`config.mk`:
```
export PLATFORM = sky130hd
export DESIGN_NAME = parity_frame_acc_flat
export DESIGN_NICKNAME = d
export VERILOG_FILES = /design/src/rtl/parity_frame_acc_pkg.sv /design/src/rtl/parity_frame_acc_if.sv /design/src/rtl/parity_frame_acc_reduce.sv /design/src/rtl/parity_frame_acc.sv /design/src/flat_wrapper.sv
export SDC_FILE = /design/constraint.sdc
export NUM_CORES = 1
export LEC_CHECK = 0
export BUFFER_PORTS_ARGS = -buffer_cell sky130_fd_sc_hd__buf_2
export CORE_MARGIN = 1
export CORE_UTILIZATION = 45
export CTS_BUF_LIST = sky130_fd_sc_hd__clkbuf_4 sky130_fd_sc_hd__clkbuf_8 sky130_fd_sc_hd__clkbuf_16
export CTS_CLUSTER_SIZE = 28
export DETAILED_ROUTE_END_ITERATION = 8
export PLACE_DENSITY = 0.69
export SLEW_MARGIN = 0
export SYNTH_ARGS = -nofsm -noshare
export SYNTH_HDL_FRONTEND = slang
export SYNTH_HIERARCHICAL = 1
export SYNTH_SLANG_ARGS = --single-unit
```
`constraint.sdc`:
```
create_clock -name clk -period 3.1 [get_ports clk]
set_clock_uncertainty 0.05 [all_clocks]
set_input_delay 0.465 -clock clk [delete_from_list [all_inputs] [get_ports clk]]
set_output_delay 0.465 -clock clk [all_outputs]
set_load 0.02 [all_outputs]
```
`src/rtl/parity_frame_acc_pkg.sv`:
```
// Shared types and helpers for the frame parity accumulator.
// Latency: n/a (declarations only).
// Backpressure: n/a.
package parity_pkg;

  typedef enum logic {
    ACCUM = 1'b0,
    HOLD  = 1'b1
  } state_e;

  localparam logic PAR_EVEN = 1'b0;
  localparam logic PAR_ODD  = 1'b1;

  // Word-counter width; a single-word frame still needs one bit of storage.
  function automatic int cnt_w(input int n);
    return (n > 1) ? $clog2(n) : 1;
  endfunction

endpackage

```
`src/rtl/parity_frame_acc_if.sv`:
```
// Input word stream and output result stream of the frame parity accumulator.
// Latency: n/a (wires only).
// Backpressure: valid/ready on both streams.
interface parity_frame_acc_if #(
  parameter int WIDTH = 8
);
  logic             in_valid;
  logic             in_ready;
  logic [WIDTH-1:0] in_data;
  logic             out_valid;
  logic             out_ready;
  logic [WIDTH-1:0] out_col;
  logic             out_par;

  // Word source / result sink side.
  modport master (
    output in_valid, in_data, out_ready,
    input  in_ready, out_valid, out_col, out_par
  );

  // Accumulator side.
  modport slave (
    input  in_valid, in_data, out_ready,
    output in_ready, out_valid, out_col, out_par
  );
endinterface

```
`src/rtl/parity_frame_acc_reduce.sv`:
```
// XOR-reduces a word and folds in the parity mode bit (1 = odd).
// Latency: combinational.
// Backpressure: none.
module parity_reduce #(
  parameter int WIDTH = 8
) (
  input  logic [WIDTH-1:0] word_i,
  input  logic             mode_i,
  output logic             par_o
);

  assign par_o = (^word_i) ^ mode_i;

endmodule

```
`src/rtl/parity_frame_acc.sv`:
```
// Accumulates column parity and frame parity over FRAME_LEN words, checks against expected parity.
// Latency: result valid 1 cycle after the last word is accepted.
// Backpressure: the result is held until out_ready; no words are accepted while a result is held.
module parity_frame_acc
  import parity_pkg::*;
#(
  parameter int WIDTH     = 8,
  parameter int FRAME_LEN = 4,
  parameter int ERR_W     = 4
) (
  input  logic              clk,
  input  logic              rst_n,
  parity_frame_acc_if.slave bus,
  input  logic              odd_mode,
  input  logic              chk_en,
  input  logic              exp_par,
  input  logic              err_clr,
  output logic [ERR_W-1:0]  err_cnt
);

  localparam int             CNT_W   = cnt_w(FRAME_LEN);
  localparam logic [CNT_W-1:0] CNT_LAST = CNT_W'(FRAME_LEN - 1);
  localparam logic [ERR_W-1:0] ERR_MAX  = '1;

  state_e             state_q;
  logic [CNT_W-1:0]   cnt_q;
  logic [WIDTH-1:0]   col_acc_q;
  logic               mode_q;
  logic               in_ready_q;
  logic               out_valid_q;
  logic [WIDTH-1:0]   out_col_q;
  logic               out_par_q;
  logic [ERR_W-1:0]   err_cnt_q;

  logic               in_fire;
  logic               out_fire;
  logic               last_wd;
  logic               mode_d;
  logic [WIDTH-1:0]   col_d;
  logic               par_d;
  logic               mismatch;

  assign in_fire  = bus.in_valid & in_ready_q;
  assign out_fire = out_valid_q & bus.out_ready;
  assign last_wd  = (cnt_q == CNT_LAST);
  // The first word of a frame supplies the mode directly so single-word frames work.
  assign mode_d   = (cnt_q == '0) ? odd_mode : mode_q;
  assign col_d    = col_acc_q ^ bus.in_data;
  assign mismatch = in_fire & last_wd & chk_en & (exp_par != par_d);

  parity_reduce #(.WIDTH(WIDTH)) u_reduce (
    .word_i (col_d),
    .mode_i (mode_d),
    .par_o  (par_d)
  );

  // Frame FSM: accumulate words, publish the result, hold it until taken; error counter.
  always_ff @(posedge clk or negedge rst_n) begin
    if (!rst_n) begin
      state_q     <= ACCUM;
      cnt_q       <= '0;
      col_acc_q   <= '0;
      mode_q      <= PAR_EVEN;
      in_ready_q  <= 1'b0;
      out_valid_q <= 1'b0;
      out_col_q   <= '0;
      out_par_q   <= 1'b0;
      err_cnt_q   <= '0;
    end else begin
      if (err_clr) begin
        err_cnt_q <= '0;
      end else if (mismatch && (err_cnt_q != ERR_MAX)) begin
        err_cnt_q <= err_cnt_q + ERR_W'(1);
      end

      case (state_q)
        ACCUM: begin
          in_ready_q <= 1'b1;
          if (in_fire) begin
            if (cnt_q == '0) begin
              mode_q <= odd_mode;
            end
            if (last_wd) begin
              out_col_q   <= col_d;
              out_par_q   <= par_d;
              out_valid_q <= 1'b1;
              in_ready_q  <= 1'b0;
              cnt_q       <= '0;
              col_acc_q   <= '0;
              state_q     <= HOLD;
            end else begin
              col_acc_q <= col_d;
              cnt_q     <= cnt_q + CNT_W'(1);
            end
          end
        end
        HOLD: begin
          if (out_fire) begin
            out_valid_q <= 1'b0;
            in_ready_q  <= 1'b1;
            state_q     <= ACCUM;
          end
        end
        default: begin
          state_q <= ACCUM;
        end
      endcase
    end
  end

  assign bus.in_ready  = in_ready_q;
  assign bus.out_valid = out_valid_q;
  assign bus.out_col   = out_col_q;
  assign bus.out_par   = out_par_q;
  assign err_cnt       = err_cnt_q;

endmodule

```
`src/flat_wrapper.sv`:
```
// flat-port wrapper written by rule: the top's interface ports become plain ports
module parity_frame_acc_flat import parity_pkg::*;
#(
  parameter int WIDTH     = 8,
  parameter int FRAME_LEN = 4,
  parameter int ERR_W     = 4
)
  (clk, rst_n, odd_mode, chk_en, exp_par, err_clr, err_cnt, bus_in_valid, bus_in_data, bus_out_ready, bus_in_ready, bus_out_valid, bus_out_col, bus_out_par);
  parity_frame_acc_if #(.WIDTH(WIDTH)) bus_i ();
  input  logic clk;
  input  logic rst_n;
  input  logic odd_mode;
  input  logic chk_en;
  input  logic exp_par;
  input  logic err_clr;
  output logic [ERR_W-1:0] err_cnt;
  input wire logic [$bits(bus_i.in_valid)-1:0] bus_in_valid;
  input wire logic [$bits(bus_i.in_data)-1:0] bus_in_data;
  input wire logic [$bits(bus_i.out_ready)-1:0] bus_out_ready;
  output wire logic [$bits(bus_i.in_ready)-1:0] bus_in_ready;
  output wire logic [$bits(bus_i.out_valid)-1:0] bus_out_valid;
  output wire logic [$bits(bus_i.out_col)-1:0] bus_out_col;
  output wire logic [$bits(bus_i.out_par)-1:0] bus_out_par;
  assign bus_i.in_valid = bus_in_valid;
  assign bus_i.in_data = bus_in_data;
  assign bus_i.out_ready = bus_out_ready;
  assign bus_in_ready = bus_i.in_ready;
  assign bus_out_valid = bus_i.out_valid;
  assign bus_out_col = bus_i.out_col;
  assign bus_out_par = bus_i.out_par;
  parity_frame_acc #(.WIDTH(WIDTH), .FRAME_LEN(FRAME_LEN), .ERR_W(ERR_W)) u_core (.clk(clk), .rst_n(rst_n), .bus(bus_i), .odd_mode(odd_mode), .chk_en(chk_en), .exp_par(exp_par), .err_clr(err_clr), .err_cnt(err_cnt));
endmodule
```
# == Yosys cells after proc, flatten, opt, wreduce, memory -nomap -nowiden ==
# Index checks and enable logic that the tools add are counted.
# totals
reg_bits,27
input_bits,16
word_cells,49
# op_classes
addsub,2
n_eq_ne,6
n_mux,17
n_bitwise,8
reduce_logical,7
# ops
cell,count
$mux 1,10
$mux 4,2
$mux 8,1
$reduce_xor 8->1,1
$xor 8x8->8,1
$pmux 1 s2,3
$reduce_and 3->1,2
$and 1x1->1,5
$add 4x1->4 const B,1
$ne 2x1->1 const B,2
$ne 4x4->1 const B,1
$add 2x1->2 const B,1
$eq 2x2->1 const B,1
$logic_not 2->1,1
$mux 2,1
$ne 2x2->1 const B,1
$reduce_and 2->1,1
$reduce_bool 2->1,1
$logic_and 1x1->1,1
$ne 1x1->1,1
$not 1->1,1
$xor 1x1->1,1

# == Longest topological paths before layout ==
# Gate-level depths: netlist of run 1.
# depth
word_depth,8
depth_mapped,9
depth_no_buf,9

# == Cells and area by module ==
# The synthesis of run 1 kept the hierarchy.
# by_module_without_submodules
mod,instances,cells_per_inst,area_each_um2,seq_area_each_um2
parity_frame_acc,1,120,1253.7,675.6
parity_reduce,1,7,82.6,0.0

# == Worst setup path before layout of run 1 ==
# Ideal clock, no wire load.
# synth_path
kind,register to register
start,register u_core.cnt_q[0]
end,register u_core.err_cnt_q[0] (netlist: u_core/err_cnt[0])
t_arrival_ps,2273
setup_slack_ps,652
stages_incl_launch_ff,10
path_cell_list,dfrtp_1 > inv_1 > ha_1 > mux2_2 > xnor2_1 > xnor3_1 > xnor2_1 > xnor2_1 > a311oi_2 > mux2_2
# synth_via
elab_chain_cells,7
word_cells_on_any_way,10
classes_between,eq/ne: 2; mux: 1; bitwise: 4; reduce/logical: 3
# synth_lines
element,line,rtl
from (decl),parity_frame_acc.sv:26,logic [CNT_W-1:0] cnt_q;
from (signal assigned),parity_frame_acc.sv:93,cnt_q <= cnt_q + CNT_W'(1);
$logic_not 2->1,parity_frame_acc.sv:47,assign mode_d = (cnt_q == '0) ? odd_mode : mode_q;
$mux 1,n/a,
named net u_core.mode_d,parity_frame_acc.sv:38,logic mode_d;
$xor 1x1->1,parity_frame_acc_reduce.sv:12,assign par_o = (^word_i) ^ mode_i;
named net u_core.par_d,parity_frame_acc.sv:40,logic par_d;
$ne 1x1->1,parity_frame_acc.sv:49,assign mismatch = in_fire & last_wd & chk_en & (exp_par != par_d);
$and 1x1->1,parity_frame_acc.sv:49,
$logic_and 1x1->1,parity_frame_acc.sv:72,end else if (mismatch && (err_cnt_q != ERR_MAX)) begin
$reduce_bool 2->1 (no source line),n/a,
to (signal assigned),parity_frame_acc.sv:73,err_cnt_q <= err_cnt_q + ERR_W'(1);
to (decl),parity_frame_acc.sv:33,logic [ERR_W-1:0] err_cnt_q;
# The timed path passes the listed nets, and every way through them passes these cells.
# A chain may end at the register's enable or synchronous reset.

# == Worst setup path in the final report of run 1 ==
# Same ends and word-level chain as after synthesis.

==> flow_summary.json, run 1 <==
{
  "antenna_left": 0,
  "dp_cells": 184,
  "clock.fmax_ghz": 0.367,
  "final_common_cell": "buf_2",
  "final-hold-violation-count": 0,
  "startpoint_type": "flop",
  "grt_overflow": 0,
  "synth_area_leader_cell": "dfrtp_1",
  "ios": 31,
  "fin_nets": 177,
  "tightest_slew_ps": 775,
  "rr_worst_depth": 9,
  "die_height_microns": 56.5,
  "ys_warn_count": 6,
  "stdcell_count": 188,
  "grt_pass1_vias": 974,
  "rows": 19,
  "startpoint": "u_core/cnt_q[0]",
  "cpMostUsedCell": "xnor2_1",
  "rsz0062_at_grt": "false",
  "hpwlAfterDp_microns": 1730,
  "arrival_ps": 2910,
  "cts-buffers-inserted": 3,
  "drt_iter0_drc": 21,
  "fin_setup_tns_ps": 0,
  "setup_viol": 0,
  "min_period_over_period_pct": 88.0,
  "r2r_slack_ps": 370,
  "fp.dieW_microns": 56.5,
  "r2r-start": "u_core/cnt_q[0]",
  "layout_setup_ws_ps": 373,
  "cp_slowest_cell": "dfrtp_1",
  "drc_errors": 0,
  "crit_chain": "inv_1 > ha_1 > mux2_2 > xnor2_1 > xnor3_1 > xnor2_1 > xnor2_1 > a311oi_2 > mux2_2",
  "synthCells": 127,
  "syn-num-nets": 146,
  "fin_crit_ps": 2730,
  "p_per_area_nw_per_um2": 1070,
  "worstSetupPathType": "flop to flop",
  "cts_hold_buf": 0,
  "ir_drop_uv": 630,
  "antenna_cells": 0,
  "routed_via_density": 5.05,
  "cts.sink_count": 27,
  "syn_avg_cell_area_sq_um": 10.5,
  "seq_area_frac_synth_pct": 50.6,
  "place_congestion": 0.798,
  "cts_tree": "done",
  "crit_buf_inv": 1,
  "coreArea_sq_um": 2780,
  "cts_resized": 0,
  "cp_max_fo": 4,
  "routed_wl_microns": 2330,
  "cts_buffer_depth": 2,
  "syn_to_final_growth_pct": 15.1,
  "crit_family": "XOR/XNOR gates",
  "holdWs_ps": 66.9,
  "timing.rr.end": "u_core/err_cnt[0]",
  "final_area_sq_um": 1540,
  "via_count": 949,
  "netlist_area_sq_um": 1340,
  "max_slew_margin_pct": 48.1,
  "synth_seq_cells": 27,
  "die-area_sq_um": 3190,
  "hold_path_class": "primary input to asynchronous set/reset pin",
  "start_util_pct": 48.0,
  "cp_num_cells": 9,
  "wl_per_cell_microns": 12.4,
  "final_cell_mix": "buf_2 (30), dfrtp_1 (27), nand2_1 (22), xnor2_1 (13), inv_1 (12)",
  "synth_top_area_share_pct": 50.6,
  "io_buffer_count": 30,
  "outcome": "completed",
  "antenna_found_initial": 0,
  "grt_pass1_wl_microns": 4220,
  "cp.required_ps": 3280,
  "critical_path.max_stage_delay_ps": 430,
  "dpl-instance-area_sq_um": 1510,
  "cts_root_buf": "clkbuf_4",
  "synthTopCellsByArea": "dfrtp_1 (51%), xnor2_1 (8.5%), nand2_1 (6.2%)",
  "htreeDepth": 1,
  "dp_slack_ps": 296,
  "grt_max_degree": 28,
  "maxSlewViolCount": 0,
  "p_leak_nw": 0.766,
  "end_kind": "flop",
  "clkTransAtPathRegs_ps": 140,
  "fill_cells": 262,
  "postCtsSetupRepairBufs": 0,
  "synthDistinctLibCells": 29,
  "drive_gt1_share_pct": 28.0,
  "grt_usage_pct": 17.1,
  "worstSkewPairLatency_ps": 330,
  "maxCapViolations": 0,
  "dr.pass1.iters": 4
}
-- cell usage after synthesis --
cell / number
nand3_1: 1
nand2b_1: 3
dfrtp_1: 27
a21oi_1: 1
o21ai_0: 8
xnor2_2: 1
o31ai_1: 8
mux2_2: 6
a311oi_2: 1
mux2i_1: 1
a21o_1: 1
xnor3_1: 1
ha_1: 3
nand4b_1: 1
nor3_1: 2
nand4_2: 1
nand2_1: 22
nor2b_1: 2
buf_2: 3
xnor2_1: 13
nor4_1: 1
or3_1: 1
o21a_1: 1
clkbuf_1: 2
nand3b_1: 1
nor2_1: 1
inv_1: 12
a211oi_1: 1
xor2_1: 1
-- final cells by class --
| class | instances | area (sq um) | area share [%] |
|---|---|---|---|
| Clock inverter | 1 | 5.00 | 0.325 |
| Sequential cell | 27 | 676 | 43.9 |
| Timing Repair Buffer | 31 | 158 | 10.3 |
| Clock buffer | 3 | 22.5 | 1.46 |
| Tap cell | 31 | 38.8 | 2.52 |
| Inverter | 12 | 45.0 | 2.93 |
| Multi-Input combinational cell | 83 | 593 | 38.6 |
-- through the flow --
stage          total power, mW  utilization (%)
3_5_place_dp              1.51             54.3
6_report                  1.64             55.3
5_1_grt                   1.79             55.3
4_1_cts                   1.66             55.3
3_3_place_gp              1.46             54.3
2_1_floorplan             1.31                -
-- how the worst max path moves through the flow --
stage                     slack [ps]           endpoint
after detailed placement         300  u_core/err_cnt[0]
after floorplan                  650  u_core/err_cnt[0]
after global routing             140  u_core/err_cnt[0]
final                            370  u_core/err_cnt[0]
after global placement           420  u_core/err_cnt[0]
after CTS                        330  u_core/err_cnt[0]
-- state kept, by name, indices dropped and copies added, names as in the netlist --
register              flops
u_core/bus.out_par        1
u_core/col_acc_q          8
u_core/bus.out_valid      1
u_core/cnt_q              2
u_core/state_q            1
u_core/mode_q             1
u_core/bus.out_col        8
u_core/bus.in_ready       1
u_core/err_cnt            4
-- power breakdown --
group / internal [mW] / total [mW] / switching, mW
combinational: 0.412 / 0.909 / 0.498
sequential: 0.492 / 0.582 / 0.0901
clock: 0.0484 / 0.149 / 0.101
total: 0.952 / 1.64 / 0.688
-- worst register-to-register path, cell delays in order, from the launching register on --
cell	delay, ps
dfrtp_1	430
inv_1	70
ha_1	140
mux2_2	350
xnor2_1	210
xnor3_1	270
xnor2_1	270
xnor2_1	170
a311oi_2	310
mux2_2	370
-- metal layers --
layer	part of all wire, %	vias to the layer above	track usage, %
met2	49	20	28.4
met4	0.99	0	5.23
met3	5.0	4	5.53
met5	0	-	0
li1	-	489	-
met1	45	436	21.1
-- cells by family after synthesis --
kind of cell             after synthesis  synth area share (%)
XOR/XNOR                              16                  12.1
AO/OA/AOI/OAI                         21                  10.7
multiplexers                           7                  5.80
adder cells (fa/ha/maj)                3                  2.81
flip-flops                            27                  50.6
AND/OR/NAND/NOR                       36                  13.0
buffers and inverters                 17                  5.06
Note: power is estimated with default switching activity, not from simulation.
==> run 2: changes to the inputs <==
- ABC_AREA: unset -> 1
- CORE_MARGIN: 1 -> 2
- CORE_UTILIZATION: 45 -> 40
- PLACE_DENSITY: 0.69 -> unset
==> run 2 against run 1 <==
Net effect: sequential cell count did not move; highest routed layer unchanged; critical path depth increased by 8; area after synthesis grew 8.8%; cell area up 9.0%; register-to-register slack better by 470 ps; critical endpoint is now u_core/err_cnt[2]; wire length up 21%; non-clock buffer count shrank 1; global-route usage down 2.4 points.
==> flow_summary.json, run 2 <==
{
  "outcome": "completed",
  "start_util_pct": 42.6,
  "dp_slack_ps": 875,
  "final-hold-violation-count": 0,
  "cp.required_ps": 3330,
  "dpl-instance-area_sq_um": 1650,
  "end_kind": "flop",
  "ios": 31,
  "final_area_sq_um": 1680,
  "die-area_sq_um": 4130,
  "synth-async-reset-ratio_pct": 100,
  "hold_path_class": "primary input to asynchronous set/reset pin",
  "rsz0062_at_grt": "false",
  "max_slew_margin_pct": 59.8,
  "syn_to_final_growth_pct": 15.2,
  "clock.fmax_ghz": 0.443,
  "via_count": 1200,
  "drc_errors": 0,
  "r2r_slack_ps": 840,
  "final_common_cell": "nand2_1",
  "synth_area_leader_cell": "dfrtp_1",
  "routed_via_density": 4.51,
  "cts_hold_buf": 0,
  "timing.rr.end": "u_core/err_cnt[2]",
  "die_height_microns": 64.3,
  "stdcell_count": 266,
  "worstSetupPathType": "flop to flop",
  "dp_cells": 262,
  "coreArea_sq_um": 3420,
  "crit_buf_inv": 4,
  "synth_top_area_share_pct": 46.5,
  "crit_chain": "inv_1 > ha_1 > o21ai_0 > inv_1 > nand2_2 > nand2_1 > nand2_2 > nand2_1 > nand2_1 > nand2_1 > inv_1 > inv_1 > nand2_1 > nand3_1 > nor2_1 > nand3_1 > nand2_1",
  "cp_max_fo": 4,
  "ys_warn_count": 6,
  "layout_setup_ws_ps": 841,
  "clkTransAtPathRegs_ps": 150,
  "antenna_left": 0,
  "fp.dieW_microns": 64.3,
  "rr_worst_depth": 17,
  "dr.pass1.iters": 4,
  "cp_slowest_cell": "dfrtp_1",
  "synthDistinctLibCells": 17,
  "htreeDepth": 1,
  "arrival_ps": 2490,
  "fin_setup_tns_ps": 0,
  "ir_drop_uv": 428,
  "cts.sink_count": 27,
  "cts_resized": 0,
  "antenna_found_initial": 0,
  "postCtsSetupRepairBufs": 0,
  "fin_nets": 240,
  "synthTopCellsByArea": "dfrtp_1 (46%), nand2_1 (20%), nand3_1 (7.9%)",
  "syn_avg_cell_area_sq_um": 7.73,
  "synth_seq_cells": 27,
  "cts_root_buf": "clkbuf_4",
  "p_per_area_nw_per_um2": 926,
  "cts_tree": "done",
  "routed_wl_microns": 2830,
  "maxCapViolations": 0,
  "wl_per_cell_microns": 10.6,
  "critical_path.max_stage_delay_ps": 420,
  "yosysMostFrequentCell": "nand2_1",
  "grt_usage_pct": 14.7,
  "final_cell_mix": "nand2_1 (79), buf_2 (30), dfrtp_1 (27), nand3_1 (23), inv_1 (19)",
  "maxSlewViolCount": 0,
  "netlist_area_sq_um": 1450,
  "cp_num_cells": 17,
  "fin_crit_ps": 2260,
  "grt_pass1_wl_microns": 4730,
  "place_congestion": 0.756,
  "antenna_cells": 0,
  "syn-num-nets": 207,
  "tightest_slew_ps": 603,
  "worstSkewPairLatency_ps": 330,
  "finalPower_mw": 1.55,
  "cts-buffers-inserted": 3,
  "io_buffer_count": 30,
  "synth_commonest_cells": "nand2_1 (79), dfrtp_1 (27), nand3_1 (23), inv_1 (19), xor2_1 (10)",
  "cpMostUsedCell": "nand2_1",
  "grt_pass1_vias": 1070,
  "drive_gt1_share_pct": 21.8,
  "fill_cells": 351,
  "drt_iter0_drc": 72,
  "hpwlAfterDp_microns": 2110,
  "synthFlopType": "dfrtp_1",
  "r2r-start": "u_core/cnt_q[0]",
  "grt_max_degree": 28,
  "setup_viol": 0,
  "rows": 21,
  "crit_family": "simple AND/OR/NAND/NOR gates",
  "synth-edff-count": 0,
  "startpoint_type": "flop",
  "synthCells": 188,
  "grt_overflow": 0,
  "min_period_over_period_pct": 72.9,
  "seq_area_frac_synth_pct": 46.5,
  "p_leak_nw": 0.993,
  "cts_buffer_depth": 2,
  "multi_input_comb_area_sq_um": 673,
  "ff_latch_area_sq_um": 676
}
-- run 2: cell types whose count changed after synthesis, moves of 3 or more --
| cell | before | now |
|---|---|---|
| o21ai_0 | 8 | 5 |
| mux2_2 | 6 | 0 |
| inv_2 | 0 | 3 |
| nand2_1 | 22 | 79 |
| o31ai_1 | 8 | 0 |
| nor2_1 | 1 | 5 |
| nand3_1 | 1 | 23 |
| xor2_1 | 1 | 10 |
| xnor2_1 | 13 | 0 |
| nand2b_1 | 3 | 0 |
| inv_1 | 12 | 19 |
| nand2_2 | 0 | 6 |
-- run 2: report_power, final --
part	switching [mW]	internal (mW)	total [mW]
clock	0.104	0.0494	0.154
combinational	0.547	0.282	0.829
sequential	0.0832	0.486	0.569
total	0.735	0.817	1.55
-- run 2: final cells by class --
class | instances | area share (%)
repair buffers | 30 | 8.96
clock inverters | 1 | 0.448
clock buffers | 3 | 1.34
well taps | 46 | 3.44
flip-flops and latches | 27 | 40.3
multi-input cells | 136 | 40.2
inverters | 23 | 5.30
-- run 2: cells by family (layout without fill, tap and decap cells) --
kind of cell	after synthesis	after routing	synth area share [%]
XOR/XNOR	10	10	6.02
buffers and inverters	25	57	7.23
adder cells (fa/ha/maj)	3	3	2.58
AO/OA/AOI/OAI	7	7	2.93
AND/OR/NAND/NOR	116	116	34.8
flip-flops	27	27	46.5
-- run 2: worst max-delay path by stage --
stage	startpoint	to	slack, ps
2_1_floorplan	u_core/cnt_q[0]	u_core/err_cnt[2]	1230
3_3_place_gp	u_core/cnt_q[0]	u_core/err_cnt[1]	910
3_5_place_dp	bus_in_data[1]	u_core/err_cnt[2]	870
4_1_cts	u_core/cnt_q[0]	u_core/err_cnt[2]	860
5_1_grt	u_core/cnt_q[0]	u_core/err_cnt[0]	550
6_report	u_core/cnt_q[0]	u_core/err_cnt[2]	840
-- run 2: through the flow --
step | hold WS (ps) | utilization, %
final | 66.9 | 49.0
after global routing | 87.2 | 49.0
after CTS | 82.4 | 49.0
after detailed placement | 405 | 48.2
after global placement | 403 | 48.2
after floorplan | 119 | -
-- run 2: layer usage --
| layer | track usage (%) | routed length [microns] | vias up |
|---|---|---|---|
| met5 | 0 | 0 | - |
| met4 | 3.99 | 23 | 0 |
| met3 | 3.87 | 165 | 2 |
| met2 | 23.0 | 1210 | 26 |
| met1 | 20.0 | 1440 | 528 |
| li1 | - | - | 644 |
